`src/rtl/fib_seq_pkg.sv`:
```
// Shared types and constants for the Fibonacci run/stop/step sequencer.
// The timer width is derived from the step period.
package fib_seq_pkg;

   typedef enum logic [1:0] {
      IDLE = 2'd0,
      RUN  = 2'd1,
      HALT = 2'd2
   } state_e;

   localparam int unsigned DEFAULT_PERIOD = 4;
   localparam int unsigned TIMER_WIDTH    = $clog2(DEFAULT_PERIOD);

   // Keeps the counter at least one bit wide even for degenerate periods.
   function automatic int unsigned timer_width(input int unsigned period);
      return (period < 2) ? 1 : $clog2(period);
   endfunction

endpackage

```
`src/rtl/fibonacci_sequencer_step_timer.sv`:
```
// Period counter for RUN pacing: counts 0..PERIOD-1 while enabled and
// raises tick_o during the PERIOD-1 cycle. A restart forces the count back to 0.
module step_timer
   import fib_seq_pkg::*;
#(
   parameter int unsigned PERIOD = DEFAULT_PERIOD
) (
   input  logic clk,
   input  logic rst,
   input  logic enable_i,
   input  logic restart_i,
   output logic tick_o
);

   localparam int unsigned   TW   = timer_width(PERIOD);
   localparam logic [TW-1:0] LAST = TW'(PERIOD - 1);

   logic [TW-1:0] count_q, count_d;

   always_comb begin
      count_d = count_q;
      if (restart_i) begin
         count_d = '0;
      end else if (enable_i) begin
         count_d = (count_q == LAST) ? '0 : count_q + 1'b1;
      end
   end

   always_ff @(posedge clk) begin
      if (rst) begin
         count_q <= '0;
      end else begin
         count_q <= count_d;
      end
   end

   assign tick_o = enable_i && (count_q == LAST);

endmodule

```
`src/rtl/fibonacci_sequencer.sv`:
```
// Run/stop/single-step controller for the Fibonacci generator: paces steps,
// captures each new term into the display register and handles generator wrap.
module fibonacci_sequencer
   import fib_seq_pkg::*;
#(
   parameter int unsigned NUMBER_WIDTH     = 16,
   parameter int unsigned PERIOD           = DEFAULT_PERIOD,
   parameter int unsigned STEP_COUNT_WIDTH = 8,
   parameter bit          AUTO_RESTART     = 1'b0
) (
   input  logic                        clk,
   input  logic                        rst,
   input  logic                        cmd_start,
   input  logic                        cmd_stop,
   input  logic                        cmd_step,
   input  logic                        cmd_clear,
   input  logic [NUMBER_WIDTH-1:0]     fib_value,
   output logic                        fib_step,
   output logic                        fib_clear,
   output logic [NUMBER_WIDTH-1:0]     display_value,
   output logic [STEP_COUNT_WIDTH-1:0] step_count,
   output logic                        running,
   output logic                        wrapped
);

   state_e                      state_q, state_d;
   logic                        step_q, step_d;
   logic                        clear_q, clear_d;
   logic                        cap_q, cap_d;
   logic                        wrapped_q, wrapped_d;
   logic                        running_q;
   logic [NUMBER_WIDTH-1:0]     display_q, display_d;
   logic [STEP_COUNT_WIDTH-1:0] count_q, count_d;

   logic do_clear, do_stop, do_start, do_step;
   logic wrap, tick, timer_restart;

   // Only the highest-priority command acts: clear > stop > start > step.
   assign do_clear = cmd_clear;
   assign do_stop  = cmd_stop  && !cmd_clear;
   assign do_start = cmd_start && !cmd_stop && !cmd_clear;
   assign do_step  = cmd_step  && !cmd_start && !cmd_stop && !cmd_clear;

   // A smaller term after at least one capture means the generator overflowed.
   assign wrap = cap_q && (count_q != '0) && (fib_value < display_q);

   step_timer #(
      .PERIOD(PERIOD)
   ) u_step_timer (
      .clk      (clk),
      .rst      (rst),
      .enable_i (state_q == RUN),
      .restart_i(timer_restart),
      .tick_o   (tick)
   );

   always_comb begin
      // NOTE: every _d and strobe gets its hold/idle value first, so no path through this block can infer a latch.
      state_d       = state_q;
      step_d        = 1'b0;
      clear_d       = 1'b0;
      cap_d         = step_q;
      display_d     = display_q;
      count_d       = count_q;
      wrapped_d     = wrapped_q;
      timer_restart = 1'b0;

      if (cap_q && !wrap) begin
         display_d = fib_value;
         count_d   = count_q + 1'b1;
      end

      case (state_q)
         IDLE: begin
            if (do_start) begin
               state_d       = RUN;
               timer_restart = 1'b1;
            end else if (do_step && !step_q && !cap_q) begin
               step_d = 1'b1;
            end
         end
         RUN: begin
            if (do_stop) begin
               state_d = IDLE;
            end else if (tick) begin
               step_d = 1'b1;
            end
         end
         HALT:    ;
         default: state_d = IDLE;
      endcase

      if (wrap) begin
         wrapped_d = 1'b1;
         if (AUTO_RESTART) begin
            clear_d       = 1'b1;
            display_d     = '0;
            count_d       = '0;
            timer_restart = 1'b1;
         end else begin
            state_d = HALT;
         end
      end

      // Clear overrides everything above, including a capture about to land.
      if (do_clear) begin
         state_d       = (state_q == RUN) ? RUN : IDLE;
         step_d        = 1'b0;
         cap_d         = 1'b0;
         clear_d       = 1'b1;
         display_d     = '0;
         count_d       = '0;
         wrapped_d     = 1'b0;
         timer_restart = 1'b1;
      end
   end

   always_ff @(posedge clk) begin
      // NOTE: registers use non-blocking assignments so every one samples the pre-edge values.
      if (rst) begin
         state_q   <= IDLE;
         step_q    <= 1'b0;
         clear_q   <= 1'b1;
         cap_q     <= 1'b0;
         display_q <= '0;
         count_q   <= '0;
         wrapped_q <= 1'b0;
         running_q <= 1'b0;
      end else begin
         state_q   <= state_d;
         step_q    <= step_d;
         clear_q   <= clear_d;
         cap_q     <= cap_d;
         display_q <= display_d;
         count_q   <= count_d;
         wrapped_q <= wrapped_d;
         running_q <= (state_d == RUN);
      end
   end

   assign fib_step      = step_q;
   assign fib_clear     = clear_q;
   assign display_value = display_q;
   assign step_count    = count_q;
   assign running       = running_q;
   assign wrapped       = wrapped_q;

endmodule
```
`config.mk`:
```
export PLATFORM = sky130hd
export DESIGN_NAME = fibonacci_sequencer
export DESIGN_NICKNAME = d
export VERILOG_FILES = /design/src/rtl/fib_seq_pkg.sv /design/src/rtl/fibonacci_sequencer_step_timer.sv /design/src/rtl/fibonacci_sequencer.sv
export SDC_FILE = /design/constraint.sdc
export NUM_CORES = 1
export LEC_CHECK = 0
export BUFFER_PORTS_ARGS = -buffer_cell sky130_fd_sc_hd__clkbuf_2
export CORE_MARGIN = 10
export CORE_UTILIZATION = 55
export DETAILED_ROUTE_END_ITERATION = 12
export PLACE_DENSITY = 0.84
export SYNTH_ARGS = -nofsm -noshare
export SYNTH_HDL_FRONTEND = slang
export SYNTH_HIERARCHICAL = 1
export SYNTH_SLANG_ARGS = --single-unit
```
`constraint.sdc`:
```
create_clock -name clk -period 3.8 [get_ports clk]
set_input_delay 1.14 -clock clk [delete_from_list [all_inputs] [get_ports clk]]
set_output_delay 1.14 -clock clk [all_outputs]
set_load 0.05 [all_outputs]
```
==> out/results.ini <==
[yosys]
syn_area_sq_mm=0.001732
syn-num-nets=251
synthCells=211
postSynthAreaPerCell_sq_um=8.207
ys_types=33
seq_area_frac_synth_pct=38.15
ys_warn_count=6
synth_seq_cells=33

[die]
pin_count=50
initial_utilization_pct=57.19
fp.dieH_um=76.11
die_w_um=76.11
coreArea_sq_mm=0.003028
dieArea_sq_mm=0.005793
rows=20

[final_layout]
layout-drive-gt1-share_pct=24.90
antenna_cells=0
multi_input_area_sq_um=950.9
nets=300
n_fill_cell=278
synthToLayoutAreaGrowth_pct=20.09
seq_area_sq_um=660.6

[detailed_routing]
drtIter0Drc=187
ant_nets=0
wl_um=4242
wire_per_inst_um=13.91
firstDrtPassIters=4
via_per_inst=5.580
drc=0
num_vias=1702

[timing]
clock_skew_ns=0.005849
finalWorstSetupSlack_ns=1.036
finalCriticalPeriod_ns=2.764
hold_violations=0
rsz0062_at_grt=no
setup_violations=0
worstMarginPinSlew_ns=0.8242
slew_headroom_pct=45.05
max_freq_mhz=361.8
slew_viol_final=0
period_share_pct=72.74
setup_tns_ns=0

[cts]
numCtsBuffers=5
cts_setup_buffers=0
cts_hold_buf=0
insertion_delay_ns=0.34
cts_max_level=2
clk_path_buf_depth=2
cts_tree=yes
clock-sinks=33
clk_pin_slew_ns=0.10
root_buffer=clkbuf_4
cts-resized-gates=0

[run_status]
run_status=completed

[setup_path]
setup.worst_path.class=in -> reg
end_kind=register
critPathArrivalTime_ns=3.04
crit_path_start_kind=primary input
crit_fanout=22
required_ns=4.08

[placement]
port_buffers=49
gp_congestion=0.7812
pre_cts_slack_ns=0.6894
place_hpwl_um=3179

[grt]
grt_max_degree=30
grt_use_total_pct=14.24
grt_first_pass_wirelength_um=7113
gr-total-overflow=0
antenna_found_initial=0
grt_pass1_vias=1655

[power]
vdd_drop_max_uv=183.5
leakagePower_nw=0.7963
power.density_mw_per_mm2=302.5

[job]
drv_cap=0

[worst_hold_path]
hp-class=reg -> reg

[power by group]
group	switching [mW]	internal [mW]	total (mW)
sequential	0.000996	0.348	0.349
clock	0.122	0.107	0.229
combinational	0.0304	0.0212	0.0515
total	0.153	0.476	0.629
[Yosys cell counts, drive strengths merged]
cell type   n  share of area [%]
inv        20                4.3
o21ai      25                7.4
nand2b      1               0.36
a31o        1               0.51
a21oi      32                9.2
or2         1               0.36
and3        1               0.36
or4b        1               0.58
o31ai       3                1.3
nand4b      1               0.51
o2111ai     1               0.51
mux2i       1               0.58
or3b        1               0.51
nor4        3                1.4
a21boi      1               0.43
clkbuf      9                2.0
buf         1               0.65
nand2       8                1.7
ha         18                 13
o21a        2               0.87
nor2        6                1.3
nor2b       2               0.72
a211oi      3                1.6
nand3      20                5.8
dfxtp      33                 38
or4         3                1.3
and2        1               0.36
nand4       5                1.8
nor3        3               0.87
or3         4                1.4
[cells in the final DEF (no fill, tap or decap), types with 4 or more instances in the layout]
master,Yosys,routed
dfxtp_1,33,33
ha_1,18,18
nor2_1,6,6
clkbuf_2,0,49
nand3_1,20,20
a21oi_1,32,32
clkbuf_4,0,5
nand4_1,5,5
inv_1,20,20
o21ai_0,24,24
nand2_1,8,8
or3_1,4,4
[critical path, stage by stage]
cell,delay (ns)
clkbuf_2,0.09
ha_1,0.31
nand4_1,0.15
nor2_1,0.13
o2111ai_1,0.14
o21a_1,0.22
buf_4,0.20
or4_1,0.51
a21oi_1,0.14
[state kept, by name, indices dropped and copies added, names as in the netlist, 2 cells and up]
register / flops
state_q: 2
u_step_timer/count_q: 2
display_value: 16
step_count: 8
[cells by family (layout without fill, tap and decap cells)]
group | count (synthesis) | in the layout | synth area share [%]
flip-flops | 33 | 33 | 38.15
AND/OR/NAND/NOR | 61 | 61 | 19.44
multiplexers | 1 | 1 | 0.5781
AO/OA/AOI/OAI | 68 | 68 | 21.89
buffers and inverters | 30 | 80 | 6.936
adder cells (fa/ha/maj) | 18 | 18 | 13.01
[worst paths after layout]
check / to / from / cells after the start / slack [ns]
hold reg to reg: cap_q / fib_step / 2 / 0.47
hold / removal: cap_q / fib_step / 2 / 0.47
setup reg to reg: step_count[7] / step_count[0] / 9 / 1.37
setup / recovery: step_count[7] / fib_value[14] / 9 / 1.04
[through the flow]
| stage | util (%) | hold WS (ns) | cells | power, mW | area, sq um |
|---|---|---|---|---|---|
| 3_5_place_dp | 66.36 | 0.4635 | 297 | 0.4080 | 2009 |
| 3_3_place_gp | 66.36 | 0.4549 | 297 | 0.4067 | 2009 |
| 4_1_cts | 68.68 | 0.4792 | 305 | 0.6329 | 2079 |
| 6_report | 68.68 | 0.4704 | 305 | 0.6290 | 2079 |
| 5_1_grt | 68.68 | 0.4978 | 305 | 0.6536 | 2079 |
| 2_1_floorplan | - | 0.4456 | 211 | 0.3853 | 1732 |
[layer usage]
layer  routed length (um)  up-vias  part of all wire, %  global-route usage [%]
li1                     -      855                    -                       -
met2                 2048       48                   48                   23.81
met5                    0        -                    0                       0
met1                 1815      792                   43                   15.71
met3                  312        7                  7.4                   5.307
met4                   65        0                  1.5                   6.320
[final cells by class]
type,instances,share of cell area [%]
Timing Repair Buffer,52,12.88
Clock inverter,1,0.2407
Sequential cell,33,31.77
Clock buffer,7,3.129
Tap cell,44,2.647
Inverter,20,3.610
Multi-Input combinational cell,148,45.73
Power figures use the tool's default switching activity.
